### config.mk
export PLATFORM = sky130hd
export DESIGN_NAME = pe_array_sequencer
export DESIGN_NICKNAME = d
export VERILOG_FILES = /design/src/rtl/pe_pkg.sv /design/src/rtl/pe_array_sequencer.sv
export SDC_FILE = /design/constraint.sdc
export NUM_CORES = 1
export LEC_CHECK = 0
export ABC_AREA = 0
export BUFFER_PORTS_ARGS = -buffer_cell sky130_fd_sc_hd__buf_2
export CORE_AREA = 2 2 39 41
export CTS_BUF_LIST = sky130_fd_sc_hd__clkbuf_4
export CTS_CLUSTER_SIZE = 28
export DETAILED_ROUTE_END_ITERATION = 6
export DIE_AREA = 0 0 41 43
export GPL_ROUTABILITY_DRIVEN = 0
export PLACE_DENSITY = 0.74
export SETUP_SLACK_MARGIN = 0.5
export SLEW_MARGIN = 30
export SYNTH_ARGS = -nofsm -noshare
export SYNTH_HDL_FRONTEND = slang
export SYNTH_SLANG_ARGS = --single-unit
### constraint.sdc
create_clock -name clk -period 1.8 [get_ports clk]
set_input_delay 0.09 -clock clk [delete_from_list [all_inputs] [get_ports clk]]
set_output_delay 0.09 -clock clk [all_outputs]
set_load 0.01 [all_outputs]
### src/rtl/pe_pkg.sv
// Shared types and default geometry for the PE array layer sequencer.
package pe_pkg;

  typedef enum logic [2:0] {
    S_IDLE,
    S_LOAD_FILTER,
    S_LOAD_IFMAP,
    S_CONV,
    S_DRAIN,
    S_DONE
  } seq_state_t;

  localparam int DEF_FILTER_ROWS = 3;
  localparam int DEF_IFMAP_ROWS  = 5;
  localparam int DEF_PIPE_LAT    = 3;

  function automatic int max3(input int a, input int b, input int c);
    int m;
    m = (a > b) ? a : b;
    return (m > c) ? m : c;
  endfunction

endpackage

### src/rtl/pe_array_sequencer.sv
// Layer-level control FSM for the PE array: filter load, ifmap load, conv window,
// pipeline drain and a one-cycle done pulse.
module pe_array_sequencer
  import pe_pkg::*;
#(
  parameter int FILTER_ROWS = DEF_FILTER_ROWS,
  parameter int IFMAP_ROWS  = DEF_IFMAP_ROWS,
  parameter int PIPE_LAT    = DEF_PIPE_LAT
) (
  input  logic clk,
  input  logic rst,
  input  logic start_i,
  input  logic reuse_filter_i,
  input  logic src_valid_i,
  output logic read_new_filter_val,
  output logic read_new_ifmap_val,
  output logic start_conv,
  output logic ofmap_valid_o,
  output logic busy_o,
  output logic done_o
);

  localparam int CONV_CYCLES = IFMAP_ROWS - FILTER_ROWS + 1;
  localparam int CNT_W       = $clog2(max3(IFMAP_ROWS, CONV_CYCLES, PIPE_LAT) + 1);

  seq_state_t           r_state;
  seq_state_t           w_next_state;
  logic [CNT_W-1:0]     r_cnt;
  logic                 r_filter_loaded;
  logic [PIPE_LAT-1:0]  r_pipe;

  logic w_filter_last;
  logic w_ifmap_last;
  logic w_conv_last;
  logic w_drain_last;

  assign w_filter_last = (r_cnt == CNT_W'(FILTER_ROWS - 1));
  assign w_ifmap_last  = (r_cnt == CNT_W'(IFMAP_ROWS - 1));
  assign w_conv_last   = (r_cnt == CNT_W'(CONV_CYCLES - 1));
  assign w_drain_last  = (r_cnt == CNT_W'(PIPE_LAT - 1));

  // NOTE: state is updated with non-blocking assignments so every register
  // in this clock domain sees the pre-edge value of every other register.
  always_ff @(posedge clk or posedge rst) begin
    if (rst) r_state <= S_IDLE;
    else     r_state <= w_next_state;
  end

  // NOTE: the default assignment first guarantees no latch is inferred for
  // any path through the case statement.
  always_comb begin
    w_next_state = r_state;
    case (r_state)
      S_IDLE:
        if (start_i) w_next_state = (reuse_filter_i && r_filter_loaded) ? S_LOAD_IFMAP
                                                                        : S_LOAD_FILTER;
      S_LOAD_FILTER: if (src_valid_i && w_filter_last) w_next_state = S_LOAD_IFMAP;
      S_LOAD_IFMAP:  if (src_valid_i && w_ifmap_last)  w_next_state = S_CONV;
      S_CONV:        if (w_conv_last)                  w_next_state = S_DRAIN;
      S_DRAIN:       if (w_drain_last)                 w_next_state = S_DONE;
      S_DONE:        w_next_state = S_IDLE;
      default:       w_next_state = S_IDLE;
    endcase
  end

  always_comb begin
    read_new_filter_val = (r_state == S_LOAD_FILTER) && src_valid_i;
    read_new_ifmap_val  = (r_state == S_LOAD_IFMAP) && src_valid_i;
    start_conv          = (r_state == S_CONV);
    busy_o              = (r_state != S_IDLE);
    done_o              = (r_state == S_DONE);
  end

  // Phase counter is shared by all timed states; it always leaves a state at zero.
  always_ff @(posedge clk or posedge rst) begin
    if (rst) begin
      r_cnt           <= '0;
      r_filter_loaded <= 1'b0;
    end else begin
      case (r_state)
        S_LOAD_FILTER:
          if (src_valid_i) begin
            if (w_filter_last) begin
              r_cnt           <= '0;
              r_filter_loaded <= 1'b1;
            end else begin
              r_cnt <= r_cnt + 1'b1;
            end
          end
        S_LOAD_IFMAP:
          if (src_valid_i) r_cnt <= w_ifmap_last ? '0 : r_cnt + 1'b1;
        S_CONV:  r_cnt <= w_conv_last  ? '0 : r_cnt + 1'b1;
        S_DRAIN: r_cnt <= w_drain_last ? '0 : r_cnt + 1'b1;
        default: r_cnt <= '0;
      endcase
    end
  end

  // Models the array latency so ofmap_valid_o trails start_conv by PIPE_LAT cycles.
  always_ff @(posedge clk or posedge rst) begin
    if (rst) r_pipe <= '0;
    else     r_pipe <= PIPE_LAT'({r_pipe, start_conv});
  end

  assign ofmap_valid_o = r_pipe[PIPE_LAT-1];

endmodule

==> results of run 1 <==
where the power goes:
part | internal, mW | switching, mW
combinational | 0.549 | 0.495
clock | 0.0800 | 0.0818
sequential | 0.323 | 0.0988
total | 0.952 | 0.676
cell families after synthesis:
kind of cell / share of synthesized area
flip-flops: 0.3617
buffers and inverters: 0.07413
adder cells (fa/ha/maj): 0.07234
AO/OA/AOI/OAI: 0.2043
multiplexers: 0.01447
AND/OR/NAND/NOR: 0.2731
state kept, by name (all words and copies together) (netlist names):
signal,count
r_pipe,3
r_cnt,3
r_filter_loaded,1
r_state,3
how the worst min path moves through the flow:
stage | start | end | slack, ns | depth (start not counted)
floorplan | rst | r_cnt[0] | -0.07 | 1
global placement | rst | r_pipe[2] | 0.07 | 2
detailed placement | rst | r_pipe[2] | 0.07 | 2
CTS | reuse_filter_i | r_state[1] | 0.10 | 3
global route | reuse_filter_i | r_state[1] | 0.11 | 3
finish | reuse_filter_i | r_state[1] | 0.11 | 3
cells in the mapped netlist:
library cell  number  share of area
dfrtp_1           10           0.36
a21oi_1            7          0.051
nand2_1            7          0.038
inv_1              5          0.027
o21ai_0            5          0.036
ha_1               4          0.072
nor2_1             4          0.022
nor2b_1            3          0.027
nor3b_1            3          0.033
and2b_2            2          0.025
nand4b_1           2          0.025
nor3_1             2          0.014
a211oi_1           1          0.011
a21o_1             1          0.011
a311o_1            1          0.014
a311oi_1           1          0.013
a31oi_1            1         0.0090
and2_1             1         0.0090
and3_1             1         0.0090
buf_2              1         0.0072
buf_4              1          0.011
buf_6              1          0.016
clkbuf_1           1         0.0054
clkbuf_2           1         0.0072
mux2i_1            1          0.014
nand2b_1           1         0.0090
nand3_1            1         0.0072
nand3b_1           1          0.011
nor2_4             1          0.016
o21ai_1            1         0.0072
o221ai_1           1          0.013
o311a_1            1          0.014
o31a_2             1          0.014
o31ai_1            1          0.011
or3_2              1          0.011
or3b_4             1          0.016
worst max-delay path, delay by kind of cell, from the launching register on:
family | cells | cell delay (ns)
AO/OA/AOI/OAI | 2 | 0.29
flip-flops | 1 | 0.43
buffers and inverters | 1 | 0.16
AND/OR/NAND/NOR | 2 | 0.51
layer usage:
layer	vias up	routed length, um
li1	332	-
met1	326	815
met2	38	1047
met3	4	137
met4	0	36
met5	-	0
metrics by stage:
step | total power, mW | utilization | worst slack [ns] | std cells
after floorplan | 0.8748 | - | 0.3068 | 78
after detailed placement | 1.039 | 0.5425 | 0.2051 | 101
final | 1.628 | 0.7161 | 0.3339 | 121
after global placement | 1.024 | 0.5425 | 0.2599 | 101
after CTS | 1.345 | 0.6356 | 0.3713 | 114
after global routing | 1.714 | 0.7161 | 0.2745 | 121
cell type report:
class / count / area (um2)
timing repair buffer: 28 / 219.0
multi-input combinational: 58 / 451.7
clock inverter: 1 / 3.754
clock buffer: 3 / 22.52
inverter: 5 / 18.77
tap: 16 / 20.02
sequential: 10 / 255.2
fill: 88 / 392.9
cells in the final DEF (no fill, tap or decap), types with 3 or more instances in the layout:
master    count
buf_4        12
buf_2         8
nand2_1       7
buf_6         7
a21oi_1       6
dfrtp_1       6
nor2_1        4
dfrtp_2       4
inv_2         3
nor2b_1       3
o21ai_0       3
nor3b_2       3
clkbuf_4      3
what timing repair did:
item,4_1_cts,5_1_grt
hold buffers,1,0
gates resized for setup,12,17
endpoints found under the hold margin,10,0
cloned,0,0
setup endpoints to repair,10,11
pin swaps,2,4
setup buffers,8,7
==> results.md, run 1 <==
- Slowest stage delay, CP: 0.43 ns
- Synth Instances: 78
- CTS Buf Count: 3
- GRT Total Usage: 0.2293
- Root buffer cell: clkbuf_4
- Synth warnings: 0
- Die width: 41 um
- H-tree depth: 1
- CORE AREA: 1384 um2
- Cell Chain, Critical Path: buf_4, or3b_4, nor2_4, a311o_1, o311a_1
- # rows: 14
- Initial antenna violation count: 0
- Worst Setup EP: r_cnt[2]
- PwrDens: 1643 nW/um2
- Vias per cell: 5.785
- Fin nets: 115
- # setup viols final: 0
- Data required time of the critical path: 2.01 ns
- # diodes: 0
- Critical path arrival: 1.68 ns
- First-pass GRT wire length: 2.718 mm
- Fin crit share: 0.8145
- Largest net degree at the start of global routing: 13
- Area Overhead vs Synth: 43.22%
- CTS tree: yes
- Reg2reg end: r_cnt[2]
- Met3 GRT Util: 0.08377
- Post-synthesis register bit count: 10
- R2r worst-path depth: 5
- Sequential fraction of the synthesis area: 0.3617
- Unrepaired setup endpoints after global routing: true
- Crit path time final: 1.466 ns
- Sink Count: 10
- Setup TNS: 0 ns
- WL per Instance: 16.83 um
- Gr ovfl total: 0
- Worst-Skew Late Latency: 0.27 ns
- Rel. slew slack: 0.7270
- Layout cells sized above 1: 0.5143
- Post-route cell area: 991.0 um2
- # DRC: 0
- Critical R2R Launch: r_state[0]
- Final WL: 2.037 mm
- Detail Route Antenna Nets: 0
- Max-cap violations: 0
- Static Leakage: 0.4504 nW
- Fmax: 682.1 MHz
- Setup crit start: r_state[0]
- Port bufs: 10
- CP max stage cell: dfrtp_2
- CP Capture Type: register
- Die area: 1763 um2
- DPL Wire Length: 1.097 mm
- Initial drt markers: 21
- R2r setup slk: 0.33 ns
- Area after DPL: 750.7 um2
- VDD IR max: 1.224 mV
- Met2 Usage GRT: 0.3563
- Clock Tree Buf Depth: 2
- HP Class: in2reg
- Endpoints failing hold: 0
- Syn avg cell area: 8.871 um2
- Critical path class: reg2reg
- Clock Skew: 0.01859 ns
- Io pins: 11
- Worst hold margin: 0.1108 ns
- Met1 Track Usage GR: 0.3014
- Crit start category: register
- Clock transition at path regs: 0.08 ns
- GRT busiest layer: met2
- Status: completed
- Crit Path Max Fanout: 5
- Synthesized area: 691.9 um2
- Vias in the first global route: 616
- Worst-margin pin slew: 0.4091 ns
- Synth unique cells: 36
- Vias post-DR: 700
- Syn_nets: 87
- Die Height: 43 um
- Max-slew violations: 0
- Drt pass-1 iters: 4
- Initial core utilization: 0.5000
Note: power is estimated with default switching activity, not from simulation.
==> run 2, diff against run 1 <==
- ABC_AREA: 0 -> 1
- CORE_AREA: 2 2 39 41 -> not set
- CORE_MARGIN: not set -> 1
- CORE_UTILIZATION: not set -> 51
- DIE_AREA: 0 0 41 43 -> not set
- PLACE_DENSITY: 0.74 -> 0.76
- clock period: 1.8 -> 1.2 ns (I/O delays scaled with it)
==> results.md, run 2 <==
- Area contributors post-synth: dfrtp_1 38%, nand2_1 17%, ha_1 7.5%
- Synth warnings: 0
- Dominant cell by count in the synthesized netlist: nand2_1
- H-tree depth: 1
- Ys flop type: dfrtp_1
- Status: aborted with a tool error
- Syn_nets: 98
- Cell taking the most area after synthesis: dfrtp_1
- Synth Instances: 89
- GRT worst endpoint: r_cnt[2]$_DFFE_PP0P_/D
- Largest net degree at the start of global routing: 11
- Async S/R FF share, synth: 1.000
- DP Cell Count: 120
- Port bufs: 10
- DPL Wire Length: 1.149 mm
- Synth unique cells: 17
- Initial antenna violation count: 0
- Clock Tree Buf Depth: 2
- Area share of the largest cell type after synthesis: 0.3759
- Post-synthesis register bit count: 10
- Synth cell count leaders: 31 x nand2_1, 11 x inv_1, 10 x dfrtp_1
- Die width: 38.13 um
- Sink Count: 10
- First Err: [ERROR DPL-0033] detailed placement checks failed during check placement.
- Post-Place Setup Slack: -0.1711 ns
- Fail Step: global routing
- Die Height: 38.13 um
- Io pins: 11
- Root buffer cell: clkbuf_4
- CTS Buf Count: 3
- Synthesized area: 665.6 um2
- # rows: 12
- Worst EP Category: register input
- Initial core utilization: 0.5758
- Sequential fraction of the synthesis area: 0.3759
- EDFF count, synth: 0
- Syn avg cell area: 7.479 um2
==> run 2: cell types whose count changed after synthesis, sizes merged, moves of 6 or more <==
cell   delta
nand2    +28
nand3     +8
inv       +7
a21oi     -6
nor2      +6
o21ai     -6
==> run 2: metrics by stage <==
stage	hold WS (ns)	area, um2	setup TNS [ns]
global placement	0.05195	843.3	-0.5387
CTS	0.1166	989.7	-0.9654
floorplan	-0.09989	723.2	-0.1167
detailed placement	0.05896	843.3	-0.7142
==> run 2: cells by family after synthesis <==
family,synth area share
simple gates,0.4492
xor+xnor,0.01316
compound gates,0.01879
fa+ha+maj,0.07519
buf+inv,0.06766
flops,0.3759
==> run 2: what timing repair did <==
| item | in CTS |
|---|---|
| endpoints found under the hold margin | 10 |
| pin swaps | 11 |
| setup endpoints to repair | 14 |
| hold buffers | 1 |
| setup buffers | 6 |
| resized for setup | 17 |
==> run 3, diff against run 2 <==
- CORE_AREA: not set -> 2 2 63 65
- CORE_MARGIN: 1 -> not set
- CORE_UTILIZATION: 51 -> not set
- CTS_BUF_LIST: sky130_fd_sc_hd__clkbuf_4 -> not set
- CTS_CLUSTER_SIZE: 28 -> not set
- DIE_AREA: not set -> 0 0 65 67
- PLACE_DENSITY: 0.76 -> not set
- PLACE_DENSITY_LB_ADDON: not set -> 0.15
- SETUP_SLACK_MARGIN: 0.5 -> not set
- clock period: 1.2 -> 1.6 ns (I/O delays scaled with it)
==> results.md, run 3 <==
- CORE AREA: 3606 um2
- H-tree depth: 1
- Async S/R FF share, synth: 1.000
- Worst-Skew Late Latency: 0.23 ns
- Static Leakage: 0.4686 nW
- Dominant cell by count in the synthesized netlist: nand2_1
- # setup viols final: 0
- Psw: 0.7180 mW
- Largest net degree at the start of global routing: 11
- Sequential fraction of the synthesis area: 0.3759
- Initial core utilization: 0.1846
- Initial antenna violation count: 0
- Port bufs: 10
- Power, Total: 1.598 mW
- Syn_nets: 98
- Cell taking the most area after synthesis: dfrtp_1
- Die width: 65 um
- Post-synthesis register bit count: 10
- Data required time of the critical path: 1.72 ns
- Syn avg cell area: 7.479 um2
- Root buffer cell: clkbuf_8
- Critical path class: reg2reg
- Slowest stage delay, CP: 0.37 ns
- Largest regs: r_cnt x3, r_pipe x3, r_state x3
- Endpoints failing hold: 0
- Io pins: 11
- CP top delay family: simple AND/OR/NAND/NOR gates
- Sequential power share: 0.292
- Power Internal: 0.8795 mW
- Crit start category: register
- Fin crit share: 0.8704
- Setup TNS: 0 ns
- First-pass GRT wire length: 2.421 mm
- Synth warnings: 0
- Sink Count: 10
- EDFF count, synth: 0
- VDD IR max: 0.6271 mV
- Clk pwr share: 0.196
- CTS Buf Count: 3
- # rows: 22
- Layout cells sized above 1: 0.2667
- Ys flop type: dfrtp_1
- Sw Share: 0.4494
- Clock Skew: 0.003380 ns
- Synth Instances: 89
- CP Capture Type: register
- Synthesized area: 665.6 um2
- Area share of the largest cell type after synthesis: 0.3759
- Worst-margin pin slew: 0.4062 ns
- Fmax: 718.1 MHz
- Max-slew violations: 0
- Vias per cell: 3.706
- Most frequent cells in the layout: 31 x nand2_1, 11 x inv_1, 10 x buf_2, 10 x dfrtp_1, 7 x nand3_1
- Vias in the first global route: 541
- # diodes: 0
- WL per Instance: 9.131 um
- Cell Chain, Critical Path: inv_1, ha_1, inv_1, nor2_4, nand2_1, nand3_1, nand3_2, nand2_1, nand2_1
- Combinational Power Share: 0.512
- Worst Path Buf+Inv: 2
- Synth unique cells: 17
- Unrepaired setup endpoints after global routing: false
- Clock transition at path regs: 0.05 ns
- CP max stage cell: dfrtp_1
- Status: completed
- Vias post-DR: 567
- HP Class: in2reg
- Gr ovfl total: 0
- Max-cap violations: 0
- # DRC: 0
- Synth cell count leaders: 31 x nand2_1, 11 x inv_1, 10 x dfrtp_1
- CP dominant cell by count: nand2_1
- Rel. slew slack: 0.7289
- Crit Path Max Fanout: 5
- Commonest non-fill, non-tap cell in the layout: nand2_1
- Detail Route Antenna Nets: 0
- Drt pass-1 iters: 4
- CTS tree: yes
- Area Overhead vs Synth: 28.20%
- Crit path time final: 1.393 ns
- Critical path arrival: 1.51 ns
- DPL Wire Length: 1.108 mm
- Die area: 4355 um2
- Clock Tree Buf Depth: 2
- Initial drt markers: 16
- Worst hold margin: 0.1659 ns
- Fin nets: 115
- PwrDens: 1872 nW/um2
- Area contributors post-synth: dfrtp_1 38%, nand2_1 17%, ha_1 7.5%
- Die Height: 67 um
- Final WL: 1.397 mm
- GRT Total Usage: 0.07406
run 3: cell families (layout without fill, tap and decap cells):
family	count (synthesis)	in the layout	share of synthesized area
and+or+nand+nor	60	60	0.4492
xor gates and xnor gates	1	1	0.01316
DFF	10	10	0.3759
buffers and inverters	12	28	0.06766
AOI/OAI and AO/OA	2	2	0.01879
adders and majority gates	4	4	0.07519
run 3: layout make-up:
type                            count  area (um2)
Fill cell                         393        2753
Clock buffer                        4       55.05
Sequential cell                    10       250.2
Multi-Input combinational cell     67       375.4
Timing Repair Buffer               12       67.56
Tap cell                           48       60.06
Inverter                           12       45.04
run 3: per-stage QoR:
step	cell area, um2	instances	util	worst slack [ns]
after floorplan	665.6	89	-	0.2436
after global placement	783.3	148	0.2172	0.2006
after detailed placement	783.3	148	0.2172	0.1753
after CTS	848.3	153	0.2353	0.1605
after global routing	853.3	153	0.2366	0.002232
final	853.3	153	0.2366	0.2074
run 3: power by group through the flow:
stage | clock, mW | sequential, mW | combinational [mW]
3_5_place_dp | 0 | 0.463 | 0.824
5_1_grt | 0.340 | 0.485 | 0.943
4_1_cts | 0.329 | 0.464 | 0.826
3_3_place_gp | 0 | 0.472 | 0.842
6_report | 0.313 | 0.467 | 0.818
2_1_floorplan | 0 | 0.455 | 0.620
run 3: final timing paths:
path | startpoint | to | slack, ns | cells after the start
min in group asynchronous | rst | r_cnt[2] | 0.37 | 3
max in group asynchronous | rst | r_state[0] | 0.94 | 3
worst max register to register | r_cnt[0] | r_state[1] | 0.21 | 9
worst min-delay path | src_valid_i | r_filter_loaded | 0.17 | 3
worst min register to register | r_pipe[1] | r_pipe[2] | 0.35 | 0
worst max-delay path | r_cnt[0] | r_state[1] | 0.21 | 9
run 3: worst reg2reg max path: cells and delay by family (launching register included):
kind / cells / cell delay [ns]
buffers and inverters: 2 / 0.17
DFF: 1 / 0.37
adders and majority gates: 1 / 0.17
and+or+nand+nor: 6 / 0.58
run 3: routing by layer:
metal	track usage	part of all wire	vias to the layer above
li1	-	-	309
met1	0.09499	0.50	245
met2	0.1108	0.45	11
met3	0.01689	0.038	2
met4	0.04787	0.011	0
met5	0	0	-
run 3: repair_timing:
action,in CTS,in global routing
gates resized for setup,0,1
setup endpoints to repair,0,3
hold buffers,1,0
hold endpoints to repair,10,0
buffers inserted,0,0
==> run 4, diff against run 3 <==
- clock period: 1.6 -> 1.4 ns (I/O delays scaled with it)
==> results.md, run 4 (synthesized netlist as in run 3, its figures left out) <==
- CTS tree: yes
- Initial drt markers: 16
- Die Height: 67 um
- GRT Total Usage: 0.08190
- Critical path class: reg2out
- Largest net degree at the start of global routing: 11
- Top Layer Used: met4
- Post-Place Setup Slack: -0.001489 ns
- Worst hold path endpoint: r_filter_loaded
- Sw Share: 0.4425
- Power, Total: 2.029 mW
- Crit start category: register
- Port bufs: 10
- DP Cell Count: 153
- Max-cap violations: 0
- Worst-margin pin slew: 0.3995 ns
- Clock Tree Buf Depth: 2
- R2r worst-path depth: 9
- DPL Wire Length: 1.201 mm
- CORE AREA: 3606 um2
- Min-delay src: src_valid_i
- Fmax: 749.0 MHz
- Setup TNS: 0 ns
- Psw: 0.8978 mW
- Post-route cell area: 948.4 um2
- Vias post-DR: 621
- Static Leakage: 0.5107 nW
- Drt pass-1 iters: 4
- Fin crit share: 0.9537
- HP Class: in2reg
- Commonest non-fill, non-tap cell in the layout: nand2_1
- Largest regs: r_cnt x3, r_pipe x3, r_state x3
- Worst-Skew Late Latency: 0.23 ns
- Io pins: 11
- Root buffer cell: clkbuf_8
- Area Overhead vs Synth: 42.48%
- H-tree depth: 1
- # rows: 22
- Max-slew violations: 0
- Die width: 65 um
- Worst hold margin: 0.2524 ns
- Die area: 4355 um2
- Data required time of the critical path: 1.33 ns
- # DRC: 0
- First-pass GRT wire length: 2.601 mm
- Finished Core Util: 0.2630
- # setup viols final: 0
- Wl on met1: 812 um
- Status: completed
- Sink Count: 10
- CTS Buf Count: 3
- Routed wl met2: 701 um
- Detail Route Antenna Nets: 0
- Power Internal: 1.131 mW
- Clock transition at path regs: 0.05 ns
- Most frequent cells in the layout: 31 x nand2_1, 10 x buf_2, 9 x buf_4
- Final cell count without fillers: 161
- Area after DPL: 820.8 um2
- Clock Skew: 0.0004936 ns
- Gr ovfl total: 0
- Sequential power share: 0.271
- Layout cells sized above 1: 0.3982
- Fin nets: 123
- PwrDens: 2139 nW/um2
- Clk pwr share: 0.180
- Routed wl met3: 63 um
- Initial core utilization: 0.1846
- Combinational Power Share: 0.549
- VDD IR max: 0.6376 mV
- R2r setup slk: 0.07 ns
- Final WS setup: 0.06489 ns
- Critical path arrival: 1.27 ns
- Vias per cell: 3.857
- Crit path time final: 1.335 ns
- Hold Crit Depth: 4
- Final WL: 1.592 mm
- Initial antenna violation count: 0
- CP Capture Type: primary output
- Reg2reg end: r_state[1]
- Unrepaired setup endpoints after global routing: true
- # diodes: 0
- Endpoints failing hold: 0
- Crit Path Max Fanout: 5
- Vias in the first global route: 571
- WL per Instance: 9.888 um
- Critical R2R Launch: r_cnt[0]
- Rel. slew slack: 0.7334
[run 4: cell count changes in the layout (fill, tap and decap cells not counted), sizes merged]
cell	previous run	this run
buf	11	19
[run 4: critical path, cell delays in order (launching register included)]
cell and delay (ns):
dfrtp_2 0.44, inv_1 0.11, nand3_1 0.20, nor2_1 0.14, buf_2 0.14
[run 4: layout make-up]
type | count | area, um2
Clock buffer | 4 | 55.05
Fill cell | 401 | 2658
Inverter | 12 | 45.04
Multi-Input combinational cell | 67 | 407.9
Sequential cell | 10 | 252.7
Tap cell | 48 | 60.06
Timing Repair Buffer | 20 | 127.6
[run 4: worst max path at each step]
stage | start | end | slack (ns)
global route | r_cnt[1] | r_state[1] | -0.05
finish | r_state[0] | read_new_ifmap_val | 0.06
global placement | r_cnt[0] | r_state[1] | 0.03
floorplan | r_cnt[0] | r_state[1] | 0.04
detailed placement | r_cnt[0] | r_state[1] | -0.001
CTS | r_cnt[0] | r_state[1] | -0.009
[run 4: metal layers]
layer  GRT usage  up-vias
met5           0        -
li1            -      326
met3     0.02027        2
met2      0.1160       11
met4     0.05585        0
met1      0.1082      282
[run 4: power by group through the flow]
stage / clock, mW / combinational, mW / sequential [mW]
global route: 0.399 / 1.28 / 0.574
detailed placement: 0 / 1.00 / 0.529
global placement: 0 / 1.02 / 0.533
finish: 0.365 / 1.11 / 0.550
CTS: 0.382 / 1.01 / 0.529
floorplan: 0 / 0.709 / 0.520
[run 4: what timing repair did]
action                                  4_1_cts  5_1_grt
hold buffers                                  1        0
endpoints found under the setup margin        3        8
endpoints found under the hold margin        10        0
gates cloned                                  0        0
buffers inserted                              0        3
gates resized for setup                       0       13
pin swaps                                     0        4
